## src/rtl/fpu_issue.sv

```systemverilog
// FP issue/return stage: one request in flight, one-hot start pulse to the FPU,
// bounded wait for the result, response to writeback, saturating perf counters.
module fpu_issue #(
   parameter int TAG_W   = 5,
   parameter int TIMEOUT = 64,
   parameter int CNT_W   = 16
) (
   input  logic             sys_clk,
   input  logic             rst,
   input  logic             req_valid,
   output logic             req_ready,
   input  logic [3:0]       req_op,
   input  logic [31:0]      req_x1,
   input  logic [31:0]      req_x2,
   input  logic [TAG_W-1:0] req_tag,
   output logic [9:0]       fpu_opcode,
   output logic [31:0]      fpu_x1,
   output logic [31:0]      fpu_x2,
   input  logic [31:0]      fpu_y,
   input  logic             fpu_valid,
   output logic             rsp_valid,
   input  logic             rsp_ready,
   output logic [31:0]      rsp_y,
   output logic [TAG_W-1:0] rsp_tag,
   output logic             rsp_err,
   output logic             busy,
   output logic [CNT_W-1:0] cnt_issued,
   output logic [CNT_W-1:0] cnt_timeout
);

   typedef enum logic [1:0] {
      S_IDLE, S_ISSUE, S_WAIT, S_RESP
   } state_t;

   localparam logic [15:0] WAIT_LAST = 16'(TIMEOUT - 1);

   state_t           state_q, state_d;
   logic [3:0]       op_q;
   logic [31:0]      x1_q, x2_q, y_q;
   logic [TAG_W-1:0] tag_q;
   logic             err_q;
   logic [15:0]      wcnt_q;
   logic [CNT_W-1:0] iss_q, tmo_q;
   logic             illegal, tmo_hit;

   assign illegal = (req_op >= 4'd10);
   assign tmo_hit = (wcnt_q == WAIT_LAST);

   always_ff @(posedge sys_clk) begin
      if (rst) state_q <= S_IDLE;
      else     state_q <= state_d;
   end

   always_comb begin
      state_d = state_q;
      unique case (state_q)
         S_IDLE:  if (req_valid) state_d = illegal ? S_RESP : S_ISSUE;
         S_ISSUE: state_d = fpu_valid ? S_RESP : S_WAIT;
         S_WAIT:  if (fpu_valid || tmo_hit) state_d = S_RESP;
         S_RESP:  if (rsp_ready) state_d = S_IDLE;
         default: state_d = S_IDLE;
      endcase
   end

   always_comb begin
      req_ready  = (state_q == S_IDLE);
      rsp_valid  = (state_q == S_RESP);
      busy       = (state_q != S_IDLE);
      fpu_opcode = '0;
      if (state_q == S_ISSUE) fpu_opcode = 10'd1 << op_q;
   end

   // Datapath; fpu_valid outside ISSUE/WAIT is a stale result and is dropped.
   always_ff @(posedge sys_clk) begin
      if (rst) begin
         op_q   <= '0;
         x1_q   <= '0;
         x2_q   <= '0;
         y_q    <= '0;
         tag_q  <= '0;
         err_q  <= 1'b0;
         wcnt_q <= '0;
         iss_q  <= '0;
         tmo_q  <= '0;
      end else begin
         unique case (state_q)
            S_IDLE: begin
               if (req_valid) begin
                  op_q  <= req_op;
                  x1_q  <= req_x1;
                  x2_q  <= req_x2;
                  tag_q <= req_tag;
                  if (illegal) begin
                     y_q   <= '0;
                     err_q <= 1'b1;
                  end
               end
            end
            S_ISSUE: begin
               wcnt_q <= '0;
               if (iss_q != '1) iss_q <= iss_q + 1'b1;
               if (fpu_valid) begin
                  y_q   <= fpu_y;
                  err_q <= 1'b0;
               end
            end
            S_WAIT: begin
               wcnt_q <= wcnt_q + 16'd1;
               if (fpu_valid) begin
                  y_q   <= fpu_y;
                  err_q <= 1'b0;
               end else if (tmo_hit) begin
                  y_q   <= '0;
                  err_q <= 1'b1;
                  if (tmo_q != '1) tmo_q <= tmo_q + 1'b1;
               end
            end
            default: ;
         endcase
      end
   end

   assign fpu_x1      = x1_q;
   assign fpu_x2      = x2_q;
   assign rsp_y       = y_q;
   assign rsp_tag     = tag_q;
   assign rsp_err     = err_q;
   assign cnt_issued  = iss_q;
   assign cnt_timeout = tmo_q;

endmodule
```

## config.mk

```make
export PLATFORM = sky130hd
export DESIGN_NAME = fpu_issue
export DESIGN_NICKNAME = d
export VERILOG_FILES = /design/src/rtl/fpu_issue.sv
export SDC_FILE = /design/constraint.sdc
export NUM_CORES = 1
export LEC_CHECK = 0
export ABC_AREA = 0
export CAP_MARGIN = 10
export CORE_ASPECT_RATIO = 1.2
export CORE_MARGIN = 8
export CORE_UTILIZATION = 45
export CTS_CLUSTER_DIAMETER = 100
export DETAILED_ROUTE_END_ITERATION = 16
export PLACE_DENSITY_LB_ADDON = 0.15
export SLEW_MARGIN = 20
export SYNTH_ARGS = -nofsm -noshare
export SYNTH_HDL_FRONTEND = slang
export SYNTH_SLANG_ARGS = --single-unit
```

## constraint.sdc

```tcl
create_clock -name sys_clk -period 4.2 [get_ports sys_clk]
set_input_delay 0.84 -clock sys_clk [delete_from_list [all_inputs] [get_ports sys_clk]]
set_output_delay 0.84 -clock sys_clk [all_outputs]
set_load 0.005 [all_outputs]
```

Yosys cells after proc, flatten, opt, wreduce, memory -nomap -nowiden
Index checks and enable logic that the tools add are counted.
{"block": "op_classes", "n_div": 0, "n_mux": 20, "n_mul": 0, "n_shift": 1, "add_sub_neg": 3, "eq_ne": 12, "n_reduce_logical": 10, "order_cmp": 1, "bitwise": 1}
{"operator": "two-way mux 32 bit", "count": 5}
{"operator": "case mux 32 bit (3 select lines)", "count": 1}
{"operator": "adder 16 x 1 -> 16 bit (second input constant)", "count": 3}
{"operator": "!= test 16 bit (second input constant)", "count": 2}
{"operator": "case mux 16 bit (2 select lines)", "count": 1}
{"operator": "== test 16 x 6 -> 1 bit (second input constant)", "count": 1}
{"operator": "two-way mux 10 bit", "count": 1}
{"operator": "<< shifter 1 x 4 -> 10 bit (first input constant)", "count": 1}
{"operator": "two-way mux 2 bit", "count": 4}
{"operator": "case mux 2 bit (4 select lines)", "count": 1}
{"operator": "two-way mux 1 bit", "count": 6}
{"operator": "!= test 2 bit (second input constant)", "count": 3}
{"operator": "AND reduction 5 bit", "count": 1}
{"operator": "== test 2 bit (second input constant)", "count": 2}
{"operator": ">= comparator 4 bit (second input constant)", "count": 1}
{"operator": "!= test 2 x 1 -> 1 bit (second input constant)", "count": 2}
{"operator": "AND reduction 2 bit", "count": 2}
{"operator": "AND reduction 4 bit", "count": 1}
{"operator": "nonzero test 2 bit", "count": 2}
{"operator": "!= test 3 bit (second input constant)", "count": 1}
{"operator": "case mux 1 bit (3 select lines)", "count": 1}
{"operator": "AND reduction 3 bit", "count": 1}
{"operator": "nonzero test 3 bit", "count": 1}
{"operator": "== test 2 x 1 -> 1 bit (second input constant)", "count": 1}
{"operator": "other kinds (3)", "count": 3}
{"block": "totals", "mem_count": 0, "romBits": 0, "regBits": 156, "ramBits": 0, "in_bits": 110, "elab_cells": 58, "latch_bits": 0}

Depth between registers and ports, before layout
{"block": "depth", "depth_word": 4, "depth_mapped": 9, "mapped_depth_nobuf": 7}

Worst setup path before layout
Ideal clock, no wire load.
{"block": "synth_path", "path_kind": "register to output", "startpoint": "register state_q[1]", "endpoint": "output fpu_opcode[9]", "stages_incl_launch_ff": 7, "required_ps": 3360, "t_arrival_ps": 1435, "setup_slack_ps": 1925, "path_cell_list": "dfxtp_1 > inv_1 > ha_1 > clkbuf_1 > clkbuf_1 > nor3b_1 > and3_1"}
{"block": "synth_via", "elab_chain_len": 2}
{"item": "from (decl)", "line_no": "37", "text": "state_t state_q, state_d;"}
{"item": "from (signal assigned)", "line_no": "51", "text": "else state_q <= state_d;"}
{"item": "== test 2 x 1 -> 1 bit", "line_no": "70", "text": "if (state_q == S_ISSUE) fpu_opcode = 10'd1 << op_q;"}
{"item": "two-way mux 10 bit", "line_no": "70"}
{"item": "to (decl)", "line_no": "16", "text": "output logic [9:0] fpu_opcode,"}
No other way between the ends.

Worst setup path after layout
{"block": "layout_path", "startpoint": "register state_q[1]", "endpoint": "output fpu_opcode[2]"}
Same word-level chain as after synthesis.

==> out/metrics.cfg <==
[run_status]
status = complete, no violations

[logic_synthesis]
synthTopCellsByArea = dfxtp_1 (50%), nand2_1 (11%), a21oi_1 (7.1%)
syn_nets = 899
syn_inst = 782
synth_top_cell_by_area = dfxtp_1
synth_edf_count = 0
seq_area_frac_synth = 0.496
async_reset_ff_frac = 0
yosys_warnings = 0
synth.avg_cell_area_um2 = 8.05
ys_types = 43
yosys.area.top_type_share = 0.496
synth.cell_area_mm2 = 0.00629
synth_ff_type = dfxtp_1
ys_ff_latch = 156

[floorplan]
dieArea_mm2 = 0.0180
die_height_um = 146
num_rows = 47
ios = 257
start_util = 0.457
coreArea_mm2 = 0.0138
die_w_um = 124

[drt]
firstDrtPassIters = 5
num_vias = 6198
antenna_violating_nets_post_route = 0
drcViolationCount = 0
vias_per_cell = 5.15
routed_wl_um = 19800
drtIter0Drc = 557
wire_per_inst_um = 16.5

[clock_tree]
cts_hold_buf = 0
cts_resized = 0
post_cts.repair.setup_buffers = 0
numCtsBuffers = 17
clockRootBuffer = clkbuf_16
cts_sinks = 156
cts_tree = done
htreeDepth = 4
clk_pin_slew_ns = 0.06
clockBufferDepth = 2
clock_latency_ns = 0.41

[min_path]
min_path_cells = 2
hold_path_class = flip-flop to flip-flop
hold_path_startpoint = fpu_x2[6]
worstHoldEndpoint = fpu_x2[6]

[worst_setup_path]
timing.rr.end = cnt_timeout[6]
critical_path_class = flip-flop to primary output
crit_path_end_kind = primary output
path_cells = inv_1, ha_1, buf_4, nand2_1, nor4_1, clkdlybuf4s50_1
critPathRequiredTime_ns = 3.36
start_kind = flip-flop
rr_worst_depth = 6
crit_fanout = 16
cp_slowest_cell = clkdlybuf4s50_1
r2r-start = wcnt_q[0]
r2r_slack_ns = 1.45
crit_path_max_incr_delay_ns = 0.63
crit_buf_inv = 3
critPathTopFamily = buffers and inverters
worstPathArrival_ns = 2.35

[pwr]
power.density_mw_per_mm2 = 503
combPwrFrac = 0.306
power.leakage_uw = 0.00333
power.total_uw = 4840
clkPwrFrac = 0.328
switching_share = 0.308
internal-power_uw = 3350
seqPwrFrac = 0.366
ir_worst_vdd_v = 0.000394
netSwitchingPower_uw = 1490

[final_layout]
final_net_count = 1137
seq_area_mm2 = 0.00312
layout-drive-gt1-share = 0.0465
final_cell_mix = clkdlybuf4s50_1 (255), nand2_1 (187), dfxtp_1 (156)
final_common_cell = clkdlybuf4s50_1
area_growth_pct = 52.8
fill_cells = 1100
multi_input_area_mm2 = 0.00299

[sta]
fin_skew_ns = 0.00533
finalSetupTns_ns = 0
period_needed_ns = 3.19
rsz0062_at_grt = no
final-setup-viol-count = 0
drv_slew = 0
slew-limit-headroom = 0.448
finalHoldViolations = 0
fmax_ghz = 0.314
period_share = 0.759
setup_slack_ns = 1.01
worst_pin_slew_ns = 0.823

[grt]
top_usage_layer = met2
antenna_found_initial = 1
grt_pass1_vias = 5724
gr-usage-all-layers = 0.216
grt_use_met2 = 0.349
grt_util_met1 = 0.262
grt_max_degree = 68
globalRouteOverflowTotal = 0
grt_pass1_wl_um = 30900
gr-usage-met3 = 0.0695

[placed_design]
port_buffers = 256
dpl.hpwl_um = 14300
dp_worst_setup_slack_ns = 1.21
gp_congestion = 0.801

[flow_run]
maxCapViolations = 0

## state kept, by name, indices dropped and copies added (netlist names)
signal / count
rsp_y: 32
state_q: 2
cnt_timeout: 16
fpu_x2: 32
wcnt_q: 16
fpu_x1: 32
cnt_issued: 16
op_q: 4
rsp_err: 1
rsp_tag: 5
## cells in the mapped netlist, types with 6 or more instances
library cell and instances:
o21ai_0 40, and4_1 6, a21oi_1 89, nand4_1 19
ha_1 7, inv_1 7, xor2_1 12, nor2_1 51
nor3_1 15, nand2_1 188, nand3_1 49, nor4_1 10
clkbuf_1 43, dfxtp_1 156, xnor2_1 21, nand2b_1 20
## worst reg2reg max path, stage by stage (launching register included)
cell	delay, ns
dfxtp_1	0.42
ha_1	0.25
nor3b_1	0.25
nand4_1	0.53
or4b_4	0.74
or3_1	0.32
a21oi_1	0.16
## cell families after synthesis
| family | Yosys count | synth area share |
|---|---|---|
| compound gates | 143 | 0.121 |
| xor+xnor | 33 | 0.0459 |
| fa+ha+maj | 7 | 0.0139 |
| buf+inv | 53 | 0.0322 |
| flops | 156 | 0.496 |
| mux | 5 | 0.00815 |
| simple gates | 385 | 0.283 |
## through the flow
| stage | cell area, um^2 | utilization | cells | hold slack [ns] |
|---|---|---|---|---|
| floorplan | 6290 | - | 782 | 0.452 |
| finish | 9610 | 0.699 | 1204 | 0.452 |
| global placement | 9000 | 0.654 | 1172 | 0.441 |
| global route | 9610 | 0.699 | 1204 | 0.473 |
| CTS | 9610 | 0.698 | 1203 | 0.454 |
| detailed placement | 9000 | 0.654 | 1172 | 0.445 |
## layout make-up
type / count / area share
diodes: 1 / 0.000260
clock buffers: 24 / 0.0491
clock inverters: 7 / 0.0143
inverters: 8 / 0.00312
multi-input cells: 573 / 0.311
flip-flops and latches: 156 / 0.325
well taps: 171 / 0.0223
repair buffers: 264 / 0.275
## routing by layer
metal,part of all wire,vias up
li1,-,3131
met1,0.42,2836
met2,0.48,204
met3,0.088,27
met4,0.021,0
met5,0,-
## power groups by stage
stage	Clock, uW	Combinational [uW]	Sequential [uW]
6_report	1590	1480	1770
5_1_grt	1690	1630	1790
4_1_cts	1620	1490	1770
3_5_place_dp	0	1480	1800
3_3_place_gp	0	1470	1790
2_1_floorplan	0	731	1810
## worst max path at each step
stage | from | slack [ns] | to | cells after the start
2_1_floorplan | state_q[1] | 1.93 | fpu_opcode[9] | 6
3_3_place_gp | req_valid | 1.25 | rsp_y[25] | 7
3_5_place_dp | req_valid | 1.21 | rsp_y[19] | 7
4_1_cts | state_q[1] | 0.94 | fpu_opcode[0] | 5
5_1_grt | state_q[1] | 0.86 | fpu_opcode[2] | 6
6_report | state_q[1] | 1.01 | fpu_opcode[2] | 6
(Power assumes the default switching activity.)
